## src/rtl/vend_pkg.sv

```systemverilog
// Shared types, coin encodings and helpers for the parametrised vending FSM.
// Optional sales counter is enabled by defining VEND_SALES_COUNT_EN.
package vend_pkg;

  typedef enum logic [1:0] {
    IDLE    = 2'd0,
    COLLECT = 2'd1,
    VEND    = 2'd2,
    CHANGE  = 2'd3
  } state_t;

  localparam logic [1:0] COIN_NONE  = 2'b00;
  localparam logic [1:0] COIN_SEL_A = 2'b01;
  localparam logic [1:0] COIN_SEL_B = 2'b10;
  localparam logic [1:0] COIN_SEL_C = 2'b11;

  localparam int unsigned SALES_W = 16;

  // Credit units carried by a coin selector; the invalid selector is worth nothing.
  function automatic int unsigned coin_units(input logic [1:0] sel,
                                             input int unsigned a,
                                             input int unsigned b,
                                             input int unsigned c);
    case (sel)
      COIN_SEL_A: return a;
      COIN_SEL_B: return b;
      COIN_SEL_C: return c;
      default:    return 0;
    endcase
  endfunction

  function automatic int unsigned max3(input int unsigned a,
                                       input int unsigned b,
                                       input int unsigned c);
    int unsigned m;
    m = (a > b) ? a : b;
    return (m > c) ? m : c;
  endfunction

endpackage

```

## src/rtl/vend_fsm_if.sv

```systemverilog
// Coin-acceptor / dispenser bundle for vend_fsm. master = acceptor side, slave = FSM.
// sales_count exists only when VEND_SALES_COUNT_EN is defined.
interface vend_fsm_if #(
  parameter int unsigned CREDIT_W = 4
);
  logic                coin_valid;
  logic [1:0]          coin_sel;
  logic                cancel;
  logic                vend;
  logic                change_pulse;
  logic                coin_reject;
  logic                busy;
  logic [CREDIT_W-1:0] credit;
`ifdef VEND_SALES_COUNT_EN
  logic [15:0]         sales_count;
`endif

  modport master (
`ifdef VEND_SALES_COUNT_EN
    input  sales_count,
`endif
    output coin_valid, coin_sel, cancel,
    input  vend, change_pulse, coin_reject, busy, credit
  );

  modport slave (
`ifdef VEND_SALES_COUNT_EN
    output sales_count,
`endif
    input  coin_valid, coin_sel, cancel,
    output vend, change_pulse, coin_reject, busy, credit
  );
endinterface

```

## src/rtl/vend_coin_decode.sv

```systemverilog
// Combinational coin classifier: valid coin -> accept + credit units, selector 00 -> bad.
module vend_coin_decode
  import vend_pkg::*;
#(
  parameter int unsigned COIN_A   = 1,
  parameter int unsigned COIN_B   = 2,
  parameter int unsigned COIN_C   = 5,
  parameter int unsigned CREDIT_W = 4
) (
  input  logic                coin_valid,
  input  logic [1:0]          coin_sel,
  output logic                accept_c,
  output logic                bad_c,
  output logic [CREDIT_W-1:0] units_c
);

  assign accept_c = coin_valid && (coin_sel != COIN_NONE);
  assign bad_c    = coin_valid && (coin_sel == COIN_NONE);
  assign units_c  = CREDIT_W'(coin_units(coin_sel, COIN_A, COIN_B, COIN_C));

endmodule

```

## src/rtl/vend_fsm.sv

```systemverilog
// Parametrised vending FSM: credit accumulation, single-cycle vend, serial change/refund.
// Define VEND_SALES_COUNT_EN to add the 16-bit wrapping sales_count output.
module vend_fsm
  import vend_pkg::*;
#(
  parameter int unsigned PRICE    = 3,
  parameter int unsigned COIN_A   = 1,
  parameter int unsigned COIN_B   = 2,
  parameter int unsigned COIN_C   = 5,
  parameter int unsigned CREDIT_W = 4
) (
  input  logic     clk,
  input  logic     reset,
  vend_fsm_if.slave bus
);

  localparam int unsigned COIN_MAX   = max3(COIN_A, COIN_B, COIN_C);
  localparam int unsigned CREDIT_MAX = (1 << CREDIT_W) - 1;
  localparam logic [CREDIT_W-1:0] PRICE_U = CREDIT_W'(PRICE);

  if (PRICE < 1) begin : g_price_chk
    $error("vend_fsm: PRICE must be >= 1");
  end
  if (CREDIT_MAX < PRICE - 1 + COIN_MAX) begin : g_width_chk
    $error("vend_fsm: CREDIT_W too narrow for PRICE and coin values");
  end

  logic                accept_c;
  logic                bad_c;
  logic [CREDIT_W-1:0] units_c;

  vend_coin_decode #(
    .COIN_A  (COIN_A),
    .COIN_B  (COIN_B),
    .COIN_C  (COIN_C),
    .CREDIT_W(CREDIT_W)
  ) u_decode (
    .coin_valid(bus.coin_valid),
    .coin_sel  (bus.coin_sel),
    .accept_c  (accept_c),
    .bad_c     (bad_c),
    .units_c   (units_c)
  );

  state_t              state, state_next;
  logic [CREDIT_W-1:0] credit_q, credit_next;
  logic                reject_q, reject_next;
  logic                vend_q, vend_next;
  logic                change_q, change_next;
  logic                busy_q, busy_next;

  always_ff @(posedge clk or posedge reset) begin
    if (reset) begin
      state    <= IDLE;
      credit_q <= '0;
      reject_q <= 1'b0;
      vend_q   <= 1'b0;
      change_q <= 1'b0;
      busy_q   <= 1'b0;
    end else begin
      state    <= state_next;
      credit_q <= credit_next;
      reject_q <= reject_next;
      vend_q   <= vend_next;
      change_q <= change_next;
      busy_q   <= busy_next;
    end
  end

  // Cancel only matters in COLLECT; in IDLE it is ignored and a coin is still taken.
  always_comb begin
    state_next  = state;
    credit_next = credit_q;
    reject_next = 1'b0;
    case (state)
      IDLE, COLLECT: begin
        if ((state == COLLECT) && bus.cancel) begin
          state_next  = CHANGE;
          reject_next = bus.coin_valid;
        end else if (accept_c) begin
          credit_next = credit_q + units_c;
          state_next  = (credit_next >= PRICE_U) ? VEND : COLLECT;
        end else if (bad_c) begin
          reject_next = 1'b1;
        end
      end
      VEND: begin
        reject_next = bus.coin_valid;
        credit_next = credit_q - PRICE_U;
        state_next  = (credit_next != '0) ? CHANGE : IDLE;
      end
      CHANGE: begin
        reject_next = bus.coin_valid;
        credit_next = credit_q - CREDIT_W'(1);
        state_next  = (credit_next == '0) ? IDLE : CHANGE;
      end
      default: begin
        state_next  = IDLE;
        credit_next = '0;
      end
    endcase
    vend_next   = (state_next == VEND);
    change_next = (state_next == CHANGE);
    busy_next   = vend_next || change_next;
  end

  assign bus.vend         = vend_q;
  assign bus.change_pulse = change_q;
  assign bus.coin_reject  = reject_q;
  assign bus.busy         = busy_q;
  assign bus.credit       = credit_q;

`ifdef VEND_SALES_COUNT_EN
  logic [SALES_W-1:0] sales_q;

  always_ff @(posedge clk or posedge reset) begin
    if (reset) begin
      sales_q <= '0;
    end else if (state == VEND) begin
      sales_q <= sales_q + SALES_W'(1);
    end
  end

  assign bus.sales_count = sales_q;
`endif

endmodule
```

## src/flat_wrapper.sv

```systemverilog
// flat-port wrapper written by rule: the top's interface ports become plain ports
module vend_fsm_flat import vend_pkg::*;
#(
  parameter int unsigned PRICE    = 3,
  parameter int unsigned COIN_A   = 1,
  parameter int unsigned COIN_B   = 2,
  parameter int unsigned COIN_C   = 5,
  parameter int unsigned CREDIT_W = 4
)
  (clk, reset, bus_coin_valid, bus_coin_sel, bus_cancel, bus_vend, bus_change_pulse, bus_coin_reject, bus_busy, bus_credit);
  vend_fsm_if #(.CREDIT_W(CREDIT_W)) bus_i ();
  input  logic clk;
  input  logic reset;
  input wire logic [$bits(bus_i.coin_valid)-1:0] bus_coin_valid;
  input wire logic [$bits(bus_i.coin_sel)-1:0] bus_coin_sel;
  input wire logic [$bits(bus_i.cancel)-1:0] bus_cancel;
  output wire logic [$bits(bus_i.vend)-1:0] bus_vend;
  output wire logic [$bits(bus_i.change_pulse)-1:0] bus_change_pulse;
  output wire logic [$bits(bus_i.coin_reject)-1:0] bus_coin_reject;
  output wire logic [$bits(bus_i.busy)-1:0] bus_busy;
  output wire logic [$bits(bus_i.credit)-1:0] bus_credit;
  assign bus_i.coin_valid = bus_coin_valid;
  assign bus_i.coin_sel = bus_coin_sel;
  assign bus_i.cancel = bus_cancel;
  assign bus_vend = bus_i.vend;
  assign bus_change_pulse = bus_i.change_pulse;
  assign bus_coin_reject = bus_i.coin_reject;
  assign bus_busy = bus_i.busy;
  assign bus_credit = bus_i.credit;
  vend_fsm #(.PRICE(PRICE), .COIN_A(COIN_A), .COIN_B(COIN_B), .COIN_C(COIN_C), .CREDIT_W(CREDIT_W)) u_core (.clk(clk), .reset(reset), .bus(bus_i));
endmodule
```

## config.mk

```make
export PLATFORM = sky130hd
export DESIGN_NAME = vend_fsm_flat
export DESIGN_NICKNAME = d
export VERILOG_FILES = /design/src/rtl/vend_pkg.sv /design/src/rtl/vend_fsm_if.sv /design/src/rtl/vend_coin_decode.sv /design/src/rtl/vend_fsm.sv /design/src/flat_wrapper.sv
export SDC_FILE = /design/constraint.sdc
export NUM_CORES = 1
export LEC_CHECK = 0
export CAP_MARGIN = 30
export CORE_MARGIN = 1.5
export CORE_UTILIZATION = 29
export DETAILED_ROUTE_END_ITERATION = 16
export MAX_ROUTING_LAYER = met4
export PLACE_DENSITY_LB_ADDON = 0.2
export SYNTH_ARGS = -nofsm -noshare
export SYNTH_HDL_FRONTEND = slang
export SYNTH_SLANG_ARGS = --single-unit
```

## constraint.sdc

```tcl
create_clock -name clk -period 3.75 [get_ports clk]
set_clock_uncertainty 0.15 [all_clocks]
set_input_delay 0.5625 -clock clk [delete_from_list [all_inputs] [get_ports clk]]
set_output_delay 0.5625 -clock clk [all_outputs]
set_load 0.1 [all_outputs]
```

==> impl_metrics.py <==
metrics = {
    "floorplanning": {
        "die_width_um": 52.11,
        "dieArea_um2": 2715,
        "core-area_um2": 2255,
        "start_util_pct": 31.02,
        "design.portCount": 14,
        "fp-row-count": 17,
        "die_y_um": 52.11,
    },
    "setup_path": {
        "crit_slowest_cell": "a2111oi_1",
        "setup.worst_path.start_class": "input pin",
        "path_cells": "clkdlybuf4s50_1 > nor2b_1 > fa_1 > and2_1 > a2111oi_1 > o31a_1 > a21oi_1",
        "worstPathMaxFanout": 4,
        "cp.required_ns": 3.72,
        "cp-end-kind": "register",
        "crit_arrival_ns": 2.79,
        "timing.critical_path.buf_inv": 1,
        "slowest_delay_ns": 0.55,
        "critical_path_class": "input pin to register",
        "crit_family": "compound AO/OA/AOI/OAI gates",
    },
    "timing": {
        "rsz0062_at_grt": "no",
        "hold_violations": 0,
        "setup_viol": 0,
        "fmax_ghz": 0.3554,
        "slew_viol_final": 0,
        "tightest_slew_ns": 0.9815,
        "maxSlewHeadroom_pct": 34.36,
        "fin_crit_sh_pct": 75.04,
        "setup_tns_ns": 0,
        "fin_ws_ns": 0.9360,
        "min_period_ns": 2.814,
    },
    "clock_tree": {
        "cts_tree": "done",
        "cts.htree.levels": 1,
        "post-cts-setup-buffers": 0,
        "clk_pin_slew_ns": 0.06,
        "clock_latency_ns": 0.26,
        "cts_made_buffers": 3,
        "holdBufCountCts": 0,
        "cts.path.max_buffers": 2,
        "cts.sinks": 10,
        "clock-root-buffer": "clkbuf_4",
        "cts-resized-gates": 0,
    },
    "yosys": {
        "synth_area_um2": 699.4,
        "ys_top_cells_by_count": "dfrtp_1 (10), a21oi_1 (8), ha_1 (6), o21ai_0 (6), inv_1 (5)",
        "synth_ff_type": "dfrtp_1",
        "ys_warn_count": 0,
        "syn_nets": 87,
        "yosys-top-cells-area": "dfrtp_1 (36%), ha_1 (11%), a21oi_1 (5.7%)",
        "ys_types": 32,
        "synth-seq-cells": 10,
        "synth_most_common_cell": "dfrtp_1",
        "async_flop_share_pct": 100.0,
        "synth_cells": 74,
        "synth_top_cell_by_area": "dfrtp_1",
        "ys_seq_area_share_pct": 35.78,
        "synth_top_area_share_pct": 35.78,
        "synth_edf_count": 0,
        "syn_avg_cell_area_um2": 9.452,
    },
    "place": {
        "dp.cells": 112,
        "routabilityCongestion": 0.7625,
        "port_buffers": 13,
        "place_ws_ns": 0.6656,
        "hpwlAfterDp_um": 1098,
    },
    "global_routing": {
        "grt-ovfl-total": 0,
        "met1_usage_pct": 15.03,
        "grt.busiest_layer": "met2",
        "grt_pass1_wl_um": 2408,
        "antenna_found_initial": 0,
        "use_met2_pct": 20.46,
        "grt_usage_pct": 12.74,
        "grt_pass1_vias": 584,
        "grt_max_degree": 15,
        "grt_use_met3_pct": 1.724,
    },
    "finish": {
        "diodes": 0,
        "area_growth_pct": 26.12,
        "nNetsFinal": 102,
        "fin_cells": 116,
        "drive_gt1_share_pct": 5.682,
        "finalCoreUtilization_pct": 39.12,
    },
    "route": {
        "route.vias.total": 602,
        "first_pass_iters": 4,
        "initialDrtViolationCount": 8,
        "ant_nets": 0,
        "drt-total-wl_um": 1433,
        "drc": 0,
        "viasPerCell": 5.190,
        "wl_per_cell_um": 12.35,
    },
    "run_status": {
        "status": "finished clean",
    },
    "worst_hold_path": {
        "hold_class": "register to register",
    },
    "flow_run": {
        "maxCapViolCount": 0,
    },
}
==> cells by family (layout without fill, tap and decap cells) <==
logic type / after synthesis / in the layout / synth area share (%)
muxes: 1 / 1 / 1.431
buffers and inverters: 8 / 22 / 5.367
adders and majority gates: 8 / 8 / 15.21
xor gates and xnor gates: 3 / 3 / 3.757
and+or+nand+nor: 20 / 20 / 16.64
AOI/OAI and AO/OA: 24 / 24 / 21.83
DFF: 10 / 10 / 35.78
==> worst paths after layout <==
path                                                   from  slack (ns)  cells past startpoint                                end
max in group asynchronous                             reset        2.73                      2          u_core.bus.vend$_DFF_PP0_
max reg2reg                u_core.bus.credit[0]$_DFFE_PP0P_        1.21                      6          u_core.bus.busy$_DFF_PP0_
max                                         bus_coin_sel[1]        0.94                      7          u_core.bus.busy$_DFF_PP0_
min in group asynchronous                             reset        0.43                      2  u_core.bus.change_pulse$_DFF_PP0_
min reg2reg                u_core.bus.credit[3]$_DFFE_PP0P_        0.38                      1   u_core.bus.credit[3]$_DFFE_PP0P_
min                        u_core.bus.credit[3]$_DFFE_PP0P_        0.38                      1   u_core.bus.credit[3]$_DFFE_PP0P_
==> stage by stage <==
step | hold WS [ns] | area, µm²
after global placement | 0.3918 | 845.8
final | 0.3849 | 882.1
after CTS | 0.3940 | 882.1
after detailed placement | 0.3779 | 845.8
after global routing | 0.4055 | 882.1
after floorplan | 0.2527 | 699.4
==> placed cells by master, fill, tap and decap left out, drive strengths merged, types with 2 or more instances in the layout <==
cell           netlist  final
clkdlybuf4s50        0     13
dfrtp               10     10
a21oi                8      8
o21ai                6      6
ha                   6      6
inv                  5      5
nand2                4      4
clkbuf               2      4
nand2b               3      3
and2                 3      3
xor2                 2      2
a31oi                2      2
nand4                2      2
nor3                 2      2
==> sequential cells by signal, indices dropped and copies added, names as in the netlist <==
signal / flops
u_core.bus.busy: 1
u_core.bus.change_pulse: 1
u_core.bus.coin_reject: 1
u_core.bus.credit: 4
u_core.bus.vend: 1
u_core.state: 2
==> layout make-up <==
| class | count | area [µm²] |
|---|---|---|
| flip-flops and latches | 10 | 250.2 |
| inverters | 5 | 18.77 |
| repair buffers | 13 | 130.1 |
| clock buffers | 4 | 36.28 |
| fillers | 254 | 1373 |
| well taps | 28 | 35.03 |
| multi-input cells | 56 | 411.6 |
==> worst register-to-register path, stage by stage, from the launching register on <==
cell and delay (ns):
dfrtp_1 0.49, ha_1 0.27, fa_1 0.47, and2_1 0.18
a2111oi_1 0.55, o31a_1 0.25, a21oi_1 0.05
==> routing by layer <==
layer	routed length, µm	part of all wire [%]
met5	0	0
met4	27	1.9
met3	64	4.5
met2	651	45
met1	689	48
Power is left out: the tool's default activity adds up to more than one toggle a clock period on the data nets, which glitch-free logic cannot reach.
